===== src/rtl/lsu_mem_port.sv =====
// Load/store unit memory port: one outstanding access, lane steering and load extension.
// Optional macro LSU_MISALIGN_TRAP_EN: misaligned half/word accesses fault instead of being force-aligned.
module lsu_mem_port #(
  parameter int DM_ADDRESS = 9,
  parameter int DATA_W     = 32
) (
  input  logic                  clk,
  input  logic                  rst_n,
  input  logic                  req_valid,
  output logic                  req_ready,
  input  logic                  req_store,
  input  logic [2:0]            req_funct3,
  input  logic [DM_ADDRESS-1:0] req_addr,
  input  logic [DATA_W-1:0]     req_wdata,
  output logic                  rsp_valid,
  output logic [DATA_W-1:0]     rsp_rdata,
  output logic                  rsp_fault,
  output logic                  mem_req,
  output logic                  mem_we,
  output logic [DM_ADDRESS-1:0] mem_addr,
  output logic [3:0]            mem_be,
  output logic [DATA_W-1:0]     mem_wdata,
  input  logic                  mem_gnt,
  input  logic                  mem_rvalid,
  input  logic [DATA_W-1:0]     mem_rdata
);

  typedef enum logic [1:0] {S_IDLE, S_REQ, S_WAIT, S_RESP} state_t;

  state_t                state_q, state_d;
  logic                  store_q, store_d;
  logic [2:0]            funct3_q, funct3_d;
  logic [1:0]            lsb_q, lsb_d;
  logic                  mem_req_q, mem_req_d, mem_we_q, mem_we_d;
  logic [DM_ADDRESS-1:0] mem_addr_q, mem_addr_d;
  logic [3:0]            mem_be_q, mem_be_d;
  logic [DATA_W-1:0]     mem_wdata_q, mem_wdata_d;
  logic                  rsp_valid_q, rsp_valid_d, rsp_fault_q, rsp_fault_d;
  logic [DATA_W-1:0]     rsp_rdata_q, rsp_rdata_d;
  logic                  trap;
  logic [1:0]            lsb_eff;

  function automatic logic misaligned(input logic [2:0] f3, input logic [1:0] a);
    case (f3[1:0])
      2'b00:   return 1'b0;
      2'b01:   return a[0];
      default: return a != 2'b00;
    endcase
  endfunction

  // Lane offset after dropping the address bits a wider access cannot use.
  function automatic logic [1:0] eff_lsb(input logic [2:0] f3, input logic [1:0] a);
    case (f3[1:0])
      2'b00:   return a;
      2'b01:   return {a[1], 1'b0};
      default: return 2'b00;
    endcase
  endfunction

  function automatic logic [3:0] byte_en(input logic [2:0] f3, input logic [1:0] a);
    case (f3[1:0])
      2'b00:   return 4'b0001 << a;
      2'b01:   return a[1] ? 4'b1100 : 4'b0011;
      default: return 4'b1111;
    endcase
  endfunction

  function automatic logic [DATA_W-1:0] store_lanes(input logic [2:0] f3, input logic [1:0] a,
                                                    input logic [DATA_W-1:0] wd);
    case (f3[1:0])
      2'b00:   return {{(DATA_W-8){1'b0}}, wd[7:0]} << {a, 3'b000};
      2'b01:   return {{(DATA_W-16){1'b0}}, wd[15:0]} << {a[1], 4'b0000};
      default: return wd;
    endcase
  endfunction

  function automatic logic [DATA_W-1:0] load_extract(input logic [2:0] f3, input logic [1:0] a,
                                                     input logic [DATA_W-1:0] word);
    logic [DATA_W-1:0] sh;
    sh = word >> {a, 3'b000};
    case (f3[1:0])
      2'b00:   return {{(DATA_W-8){sh[7] & ~f3[2]}}, sh[7:0]};
      2'b01:   return {{(DATA_W-16){sh[15] & ~f3[2]}}, sh[15:0]};
      default: return word;
    endcase
  endfunction

`ifdef LSU_MISALIGN_TRAP_EN
  assign trap = misaligned(req_funct3, req_addr[1:0]);
`else
  assign trap = 1'b0;
`endif

  assign lsb_eff = eff_lsb(req_funct3, req_addr[1:0]);

  always_comb begin
    state_d     = state_q;
    store_d     = store_q;
    funct3_d    = funct3_q;
    lsb_d       = lsb_q;
    mem_req_d   = mem_req_q;
    mem_we_d    = mem_we_q;
    mem_addr_d  = mem_addr_q;
    mem_be_d    = mem_be_q;
    mem_wdata_d = mem_wdata_q;
    rsp_valid_d = 1'b0;
    rsp_fault_d = rsp_fault_q;
    rsp_rdata_d = rsp_rdata_q;
    case (state_q)
      S_IDLE: if (req_valid) begin
        store_d  = req_store;
        funct3_d = req_funct3;
        lsb_d    = lsb_eff;
        if (trap) begin
          state_d     = S_RESP;
          rsp_valid_d = 1'b1;
          rsp_fault_d = 1'b1;
          rsp_rdata_d = '0;
        end else begin
          state_d     = S_REQ;
          mem_req_d   = 1'b1;
          mem_we_d    = req_store;
          mem_addr_d  = {req_addr[DM_ADDRESS-1:2], 2'b00};
          mem_be_d    = req_store ? byte_en(req_funct3, lsb_eff) : 4'b1111;
          mem_wdata_d = req_store ? store_lanes(req_funct3, lsb_eff, req_wdata) : '0;
        end
      end
      S_REQ: if (mem_gnt) begin
        mem_req_d = 1'b0;
        mem_we_d  = 1'b0;
        if (store_q) begin
          state_d     = S_RESP;
          rsp_valid_d = 1'b1;
          rsp_fault_d = 1'b0;
          rsp_rdata_d = '0;
        end else begin
          state_d = S_WAIT;
        end
      end
      S_WAIT: if (mem_rvalid) begin
        state_d     = S_RESP;
        rsp_valid_d = 1'b1;
        rsp_fault_d = 1'b0;
        rsp_rdata_d = load_extract(funct3_q, lsb_q, mem_rdata);
      end
      default: state_d = S_IDLE;
    endcase
  end

  always_ff @(posedge clk or negedge rst_n) begin
    if (!rst_n) begin
      state_q     <= S_IDLE;
      store_q     <= 1'b0;
      funct3_q    <= '0;
      lsb_q       <= '0;
      mem_req_q   <= 1'b0;
      mem_we_q    <= 1'b0;
      mem_addr_q  <= '0;
      mem_be_q    <= '0;
      mem_wdata_q <= '0;
      rsp_valid_q <= 1'b0;
      rsp_fault_q <= 1'b0;
      rsp_rdata_q <= '0;
    end else begin
      state_q     <= state_d;
      store_q     <= store_d;
      funct3_q    <= funct3_d;
      lsb_q       <= lsb_d;
      mem_req_q   <= mem_req_d;
      mem_we_q    <= mem_we_d;
      mem_addr_q  <= mem_addr_d;
      mem_be_q    <= mem_be_d;
      mem_wdata_q <= mem_wdata_d;
      rsp_valid_q <= rsp_valid_d;
      rsp_fault_q <= rsp_fault_d;
      rsp_rdata_q <= rsp_rdata_d;
    end
  end

  assign req_ready = (state_q == S_IDLE);
  assign rsp_valid = rsp_valid_q;
  assign rsp_rdata = rsp_rdata_q;
  assign rsp_fault = rsp_fault_q;
  assign mem_req   = mem_req_q;
  assign mem_we    = mem_we_q;
  assign mem_addr  = mem_addr_q;
  assign mem_be    = mem_be_q;
  assign mem_wdata = mem_wdata_q;

endmodule


===== config.mk =====
export PLATFORM = sky130hd
export DESIGN_NAME = lsu_mem_port
export DESIGN_NICKNAME = d
export VERILOG_FILES = /design/src/rtl/lsu_mem_port.sv
export SDC_FILE = /design/constraint.sdc
export NUM_CORES = 1
export LEC_CHECK = 0
export CAP_MARGIN = 15
export CORE_MARGIN = 2
export CORE_UTILIZATION = 45
export CTS_BUF_LIST = sky130_fd_sc_hd__clkbuf_8
export CTS_CLUSTER_SIZE = 28
export DETAILED_ROUTE_END_ITERATION = 10
export MAX_ROUTING_LAYER = met4
export PLACE_DENSITY = 0.83
export SYNTH_ARGS = -nofsm -noshare
export SYNTH_HDL_FRONTEND = slang
export SYNTH_SLANG_ARGS = --single-unit

===== constraint.sdc =====
create_clock -name clk -period 2.65 [get_ports clk]
set_input_delay 0.53 -clock clk [delete_from_list [all_inputs] [get_ports clk]]
set_output_delay 0.53 -clock clk [all_outputs]
set_load 0.1 [all_outputs]

Yosys cells after proc, flatten, opt, wreduce, memory -nomap -nowiden
Cells that the tools add are included.
{"block": "totals", "register_bits": 87, "inputBits": 82}
{"block": "op_classes", "reduce_logical": 9, "muxes": 29, "eq_ne": 8, "n_shift": 4, "bitwise_logic": 3}
{"op": "$pmux 32 s2", "n": 3}
{"op": "$mux 32", "n": 4}
{"op": "$shl 16x5->32", "n": 1}
{"op": "$shl 8x5->32", "n": 1}
{"op": "$shr 32x5->16", "n": 1}
{"op": "$mux 1", "n": 10}
{"op": "$mux 4", "n": 2}
{"op": "$ne 2x2->1 const B", "n": 4}
{"op": "$pmux 1 s2", "n": 4}
{"op": "$pmux 4 s2", "n": 1}
{"op": "$eq 2x1->1 const B", "n": 3}
{"op": "$logic_not 2->1", "n": 3}
{"op": "$mux 2", "n": 3}
{"op": "$pmux 2 s3", "n": 1}
{"op": "$reduce_and 3->1", "n": 2}
{"op": "$pmux 2 s2", "n": 1}
{"op": "$reduce_and 4->1", "n": 1}
{"op": "$reduce_bool 2->1", "n": 2}
{"op": "$shl 1x2->4 const A", "n": 1}
{"op": "$and 1x1->1", "n": 2}
{"op": "$eq 2x2->1 const B", "n": 1}
{"op": "$reduce_and 2->1", "n": 1}
{"op": "$not 1->1", "n": 1}

Longest topological paths before layout
Gate-level depths: netlist of run 1.
{"block": "depth", "ltp_word": 5, "mapped_depth": 9}

Worst setup path before layout of run 1
OpenSTA, ideal clock, no wires.
{"block": "synth_timing", "path_type": "register to register", "start": "register state_q[0]", "end": "register mem_wdata_q[30] (netlist: mem_wdata[30])", "required_ps": 2567, "path_slack_ps": 107, "setup_time_ps": 83, "stages_incl_launch_ff": 10, "arrival_ps": 2460, "path_buffers": 3, "path_cell_list": "dfrtp_1 inv_1 ha_1 and2_1 buf_2 and3_1 clkbuf_1 buf_2 a22oi_1 o21ai_0"}
{"block": "synth_via", "elab_chain_cells": 2}
{"item": "start, declared", "line_no": "30", "source": "state_t state_q, state_d;"}
{"item": "start signal, assigned", "line_no": "165", "source": "state_q <= state_d;"}
{"item": "$logic_not 2->1"}
{"item": "named net req_ready", "line_no": "10", "source": "output logic req_ready,"}
{"item": "$reduce_and 2->1 (no source line)"}
{"item": "end signal, assigned", "line_no": "173", "source": "mem_wdata_q <= mem_wdata_d;"}
{"item": "end, declared", "line_no": "37", "source": "logic [DATA_W-1:0] mem_wdata_q, mem_wdata_d;"}
The timed path passes the listed nets, and every way through them passes these cells.
A chain may end at the register's enable or synchronous reset.

Worst setup path after layout of run 1
{"block": "layout_timing", "start": "register state_q[0]", "end": "register rsp_rdata_q[15] (netlist: rsp_rdata[15])"}
{"block": "layout_via", "elab_chain_cells": 3, "word_cells_on_any_way": 8}
{"item": "$eq 2x1->1 or $eq 2x2->1 (tied branches)", "line_no": "109", "source": "case (state_q)"}
{"item": "$ne 2x2->1 (no source line) or $reduce_bool 2->1 (tied branches)"}
{"item": "$reduce_and 4->1 (no source line)"}
{"item": "end signal, assigned", "line_no": "176", "source": "rsp_rdata_q <= rsp_rdata_d;"}
{"item": "end, declared", "line_no": "39", "source": "logic [DATA_W-1:0] rsp_rdata_q, rsp_rdata_d;"}
Parallel ways exist; a longest one is shown, timed or not.

==> results of run 1 <==
==> area by class of cell <==
class | instances | area, um2 | share of cell area (%)
Clock inverter | 3 | 42.5 | 0.729
Tap cell | 108 | 135 | 2.31
Multi-Input combinational cell | 303 | 1810 | 30.9
Sequential cell | 86 | 2150 | 36.9
Clock buffer | 12 | 165 | 2.83
Timing Repair Buffer | 174 | 1520 | 26.0
Inverter | 5 | 18.8 | 0.321
==> through the flow <==
stage | instances | util, % | hold WS [ns] | cell area (um2)
after floorplan | 426 | - | 0.234 | 4130
after global placement | 676 | 63.9 | 0.463 | 5630
after detailed placement | 676 | 63.9 | 0.468 | 5630
after CTS | 691 | 66.3 | 0.231 | 5840
after global routing | 691 | 66.3 | 0.257 | 5840
final | 691 | 66.3 | 0.212 | 5840
==> worst register-to-register path: cells and delay by family (launching register included) <==
family                     cells  cell delay, ns
and+or+nand+nor                3            0.99
buffers and inverters          1            0.11
adders and majority gates      1            0.39
DFF                            1            0.41
AOI/OAI and AO/OA              1            0.12
==> worst max-delay path by stage <==
stage | startpoint | endpoint | slack, ns | cells past startpoint
after CTS | state_q[0] | rsp_rdata[15] | 0.55 | 6
after detailed placement | mem_rdata[31] | rsp_rdata[27] | 0.22 | 5
after global routing | state_q[0] | rsp_rdata[31] | 0.36 | 7
after floorplan | state_q[0] | mem_wdata[30] | 0.11 | 9
final | state_q[0] | rsp_rdata[15] | 0.55 | 6
after global placement | mem_rdata[31] | rsp_rdata[29] | 0.28 | 5
==> routing by layer <==
metal | share of wire [%] | vias to the layer above | global-route usage [%]
met4 | 2.8 | 0 | 10.3
met1 | 41 | 1908 | 34.6
met2 | 47 | 216 | 39.6
met5 | 0 | - | -
li1 | - | 1821 | -
met3 | 8.7 | 33 | 5.34
==> sequential cells by signal, summed over array words and instances, names as in the netlist <==
register	count
mem_wdata	32
rsp_rdata	32
mem_addr	7
mem_be	4
funct3_q	3
lsb_q	2
state_q	2
mem_req	1
mem_we	1
rsp_valid	1
store_q	1
==> logic make-up after synthesis <==
group / count (synthesis) / share of synthesized area [%]
buf+inv: 37 / 4.34
mux: 11 / 3.04
flops: 86 / 52.2
fa+ha+maj: 4 / 1.21
other cells: 1 / 0.0910
compound gates: 146 / 23.4
simple gates: 139 / 15.7
==> placed cells by master (no fill, tap or decap), types with 3 or more instances in the layout <==
cell / instances
nand2b_1: 10
nand3_1: 9
a22oi_1: 56
mux2i_1: 8
dfrtp_1: 86
clkbuf_8: 12
o31ai_1: 8
buf_4: 93
a22o_1: 10
nand2_1: 77
clkdlybuf4s50_1: 80
ha_1: 4
o21ai_0: 51
conb_1: 3
a21oi_1: 11
nor2_1: 15
inv_1: 5
nor2b_1: 6
and2_1: 8
==> Yosys cell counts, drive strengths merged, types with 3 or more instances <==
library cell / n / area, um2
a21boi: 3 / 26.3
a21oi: 11 / 55.1
a22o: 10 / 87.6
a22oi: 56 / 420
and2: 8 / 50.1
buf: 16 / 98.8
clkbuf: 16 / 61.3
dfrtp: 86 / 2150
ha: 4 / 50.1
inv: 5 / 18.8
mux2i: 8 / 80.1
nand2: 79 / 304
nand2b: 10 / 62.6
nand3: 9 / 45.0
nor2: 15 / 56.3
nor2b: 6 / 37.5
o21ai: 51 / 255
o31ai: 8 / 60.1
==> impl_metrics.py, run 1 <==
metrics = {
    "status": {
        "status": "finished, final reports clean",
    },
    "cells_and_area": {
        "fillCellCount": 699,
        "fin_nets": 665,
        "diodes": 0,
        "area_growth_pct": 41.7,
        "drive_gt1_share_pct": 20.4,
    },
    "clock_network": {
        "cts_buffers": 9,
        "clk_pin_slew_ns": 0.08,
        "clk_latency_ns": 0.36,
        "cts_setup_buffers": 0,
        "root_buffer": "clkbuf_8",
        "clkSinkCount": 86,
        "cts_tree": "yes",
        "cts.htree.levels": 3,
        "clk_path_buf_depth": 2,
        "postCtsHoldBufs": 0,
        "cts_resized": 0,
    },
    "drt": {
        "routed_wl_mm": 12.4,
        "routedWlPerCell_um": 18.0,
        "num_vias": 3978,
        "dr.pass1.iters": 5,
        "viasPerCell": 5.76,
        "post-route-drc-count": 0,
        "ant_nets": 0,
        "dr.first_iter.drc_count": 175,
    },
    "yosys": {
        "avgSynthCellArea_um2": 9.72,
        "netlist-cell-type-count": 45,
        "synth-seq-cells": 86,
        "synth_edf_count": 0,
        "synthArstFlopShare_pct": 100,
        "ys_seq_area_share_pct": 52.2,
        "synth_top_flop_cell": "dfrtp_1",
        "synth_cells": 424,
        "yosysWarnings": 0,
        "netlist_area_um2": 4120,
    },
    "sta": {
        "final.period_utilization_pct": 79.4,
        "fin_skew_ns": 0.00883,
        "tns_ns": 0,
        "rsz0062_at_grt": "no",
        "worst_slew_pin_slew_ns": 0.912,
        "fmax_ghz": 0.475,
        "setup_viol": 0,
        "final_max_slew_viol_count": 0,
        "finalHoldViolCount": 0,
        "layout_setup_ws_ns": 0.546,
        "slew_headroom_pct": 38.7,
        "fin_crit_ns": 2.10,
    },
    "grt": {
        "grt_max_degree": 53,
        "grt_pass1_wl_mm": 20.0,
        "grt_pass1_vias": 3896,
        "gr-total-overflow": 0,
        "antenna_found_initial": 0,
        "grtUsageTotal_pct": 26.1,
    },
    "floorplan": {
        "die_h_um": 99.7,
        "io-pin-count": 164,
        "die_area_um2": 9940,
        "core_um2": 8810,
        "initial_core_util_pct": 46.8,
        "die_x_um": 99.7,
        "rows": 34,
    },
    "critical_path": {
        "rr_worst_depth": 6,
        "endpoint_kind": "flip-flop",
        "reg2reg_setup_slack_ns": 0.55,
        "cp_max_fo": 10,
        "crit_path_top_delay_cell": "or4_1",
        "worstReg2RegEnd": "rsp_rdata[15]",
        "criticalPathCategory": "reg -> reg",
        "path_buf_inv": 1,
        "critPathLaunchType": "flip-flop",
        "crit_family": "simple AND/OR/NAND/NOR gates",
        "arrival_ns": 2.38,
        "cpPeakStageDelay_ns": 0.50,
        "crit_chain": "inv_1 -> ha_1 -> nand2_4 -> or4_1 -> or2_1 -> o211ai_2",
        "required_ns": 2.93,
        "worstReg2RegStart": "state_q[0]",
    },
    "flow_run": {
        "drv_cap": 0,
    },
    "placed_design": {
        "place_congestion": 0.892,
        "portBuffers": 160,
        "hpwl_mm": 9.00,
        "place_ws_ns": 0.219,
    },
    "worst_hold_path": {
        "min_path_type": "in -> async",
    },
}
Power of run 1 is not shown: default switching activity piles up to over one toggle a cycle in this logic, so the estimate is an artifact.
==> inputs of run 2 (changes only) <==
--- a/config.mk
+++ b/config.mk
@@ -7,12 +7,12 @@
 export LEC_CHECK = 0
 export CAP_MARGIN = 15
 export CORE_MARGIN = 2
-export CORE_UTILIZATION = 45
+export CORE_UTILIZATION = 41
 export CTS_BUF_LIST = sky130_fd_sc_hd__clkbuf_8
 export CTS_CLUSTER_SIZE = 28
 export DETAILED_ROUTE_END_ITERATION = 10
 export MAX_ROUTING_LAYER = met4
-export PLACE_DENSITY = 0.83
+export PLACE_DENSITY = 0.79
 export SYNTH_ARGS = -nofsm -noshare
 export SYNTH_HDL_FRONTEND = slang
 export SYNTH_SLANG_ARGS = --single-unit
==> constraint.sdc (replaced) <==
create_clock -name clk -period 1.8 [get_ports clk]
set_input_delay 0.36 -clock clk [delete_from_list [all_inputs] [get_ports clk]]
set_output_delay 0.36 -clock clk [all_outputs]
set_load 0.1 [all_outputs]
==> impl_metrics.py, run 2 (synthesis gave the netlist of run 1 again) <==
metrics = {
    "floorplan": {
        "die_h_um": 104,
        "io-pin-count": 164,
        "initial_core_util_pct": 42.2,
        "core_um2": 9770,
        "rows": 36,
        "die_x_um": 104,
        "die_area_um2": 10900,
    },
    "cells_and_area": {
        "design_area_um2": 7210,
        "layout.cells.non_filler": 739,
        "area_growth_pct": 74.9,
        "fillCellCount": 662,
        "diodes": 0,
        "drive_gt1_share_pct": 27.7,
        "final_cell_mix": "86 x dfrtp_1, 83 x buf_12, 80 x clkdlybuf4s50_1",
        "final_common_cell": "dfrtp_1",
        "fin_nets": 687,
        "final_util_pct": 73.7,
    },
    "critical_path": {
        "required_ns": 2.04,
        "crit_path_top_delay_cell": "dfrtp_1",
        "cpPeakStageDelay_ns": 0.43,
        "worstReg2RegEnd": "rsp_rdata[10]",
        "worstReg2RegStart": "state_q[1]",
        "endpoint_kind": "flip-flop",
        "crit_path_end": "rsp_rdata[10]",
        "cp-startpoint": "state_q[1]",
        "critPathLaunchType": "flip-flop",
        "crit_chain": "inv_2 -> ha_2 -> a21boi_2 -> or3_4 -> buf_12 -> a22oi_1 -> nand3_1",
        "reg2reg_setup_slack_ns": -0.007,
        "rr_worst_depth": 7,
        "criticalPathCategory": "reg -> reg",
        "arrival_ns": 2.05,
        "cp_max_fo": 38,
    },
    "sta": {
        "fmax_ghz": 0.553,
        "worst_slew_pin_slew_ns": 0.597,
        "setup_viol": 1,
        "slew_headroom_pct": 60.0,
        "final_max_slew_viol_count": 0,
        "rsz0062_at_grt": "yes",
        "fin_crit_ns": 1.81,
        "final.period_utilization_pct": 100,
        "fin_skew_ns": 0.0135,
        "layout_setup_ws_ns": -0.00728,
        "finalHoldViolCount": 0,
    },
    "clock_network": {
        "cts_tree": "yes",
        "clk_path_buf_depth": 2,
        "cts_buffers": 9,
        "clk_latency_ns": 0.36,
        "clk_pin_slew_ns": 0.09,
        "root_buffer": "clkbuf_8",
        "clkSinkCount": 86,
        "postCtsHoldBufs": 0,
        "cts.htree.levels": 3,
    },
    "grt": {
        "grt_pass1_wl_mm": 22.1,
        "grtUsageTotal_pct": 26.3,
        "antenna_found_initial": 0,
        "grt_pass1_vias": 4187,
        "gr-total-overflow": 0,
        "grt_max_degree": 87,
    },
    "drt": {
        "post-route-drc-count": 0,
        "routedWlPerCell_um": 18.3,
        "routed_wl_mm": 13.5,
        "ant_nets": 0,
        "viasPerCell": 5.49,
        "dr.pass1.iters": 5,
        "num_vias": 4054,
        "dr.first_iter.drc_count": 221,
    },
    "status": {
        "violations": "negative setup slack",
        "status": "finished with violations",
    },
    "placed_design": {
        "place_congestion": 0.859,
        "hpwl_mm": 10.0,
        "portBuffers": 160,
        "dpl.cell_count": 722,
        "placedInstanceArea_um2": 6930,
    },
    "worst_hold_path": {
        "min_path_type": "in -> async",
    },
    "flow_run": {
        "drv_cap": 0,
    },
}
==> run 2: timing repair <==
action	CTS	global route
buffers inserted	0	1
endpoints found under the setup margin	13	41
resized for setup	7	9
hold endpoints to repair	0	0
==> run 2: per-stage QoR <==
stage	setup TNS [ns]	setup WS [ns]	hold WS, ns
global placement	-5.36	-0.194	0.434
global route	-0.976	-0.0692	0.0544
detailed placement	-7.90	-0.260	0.437
finish	-0.00728	-0.00728	0.0145
floorplan	-1.63	-0.0866	0.0644
CTS	0	0.000309	0.0508
==> run 2: how the worst min path moves through the flow <==
stage                    to  slack [ns]  cells past startpoint
2_1_floorplan   funct3_q[0]        0.06                      0
3_3_place_gp   rsp_rdata[5]        0.43                      2
3_5_place_dp   rsp_rdata[5]        0.44                      2
4_1_cts        rsp_rdata[5]        0.05                      2
5_1_grt        rsp_rdata[5]        0.05                      2
6_report       rsp_rdata[0]        0.01                      2
==> run 2: routing by layer <==
metal / share of wire, % / global-route usage [%]
met2: 50 / 43.4
met3: 8.2 / 5.70
met1: 40 / 31.7
met5: 0 / -
met4: 2.0 / 9.85
==> run 2: critical path, delay by kind of cell, from the launching register on <==
| kind | cells | cell delay (ns) |
|---|---|---|
| buffers and inverters | 2 | 0.24 |
| and+or+nand+nor | 2 | 0.50 |
| adders and majority gates | 1 | 0.18 |
| AOI/OAI and AO/OA | 2 | 0.34 |
| DFF | 1 | 0.43 |
==> run 2: cell type report <==
cell class	instances	area, um2	share of cell area (%)
multi-input combinational	303	1940	27.0
tap	133	166	2.31
clock inverter	7	90.1	1.25
timing repair buffer	196	2710	37.6
sequential	86	2150	29.9
clock buffer	9	124	1.72
inverter	5	18.8	0.260
Power of run 2 is left out for the same reason.
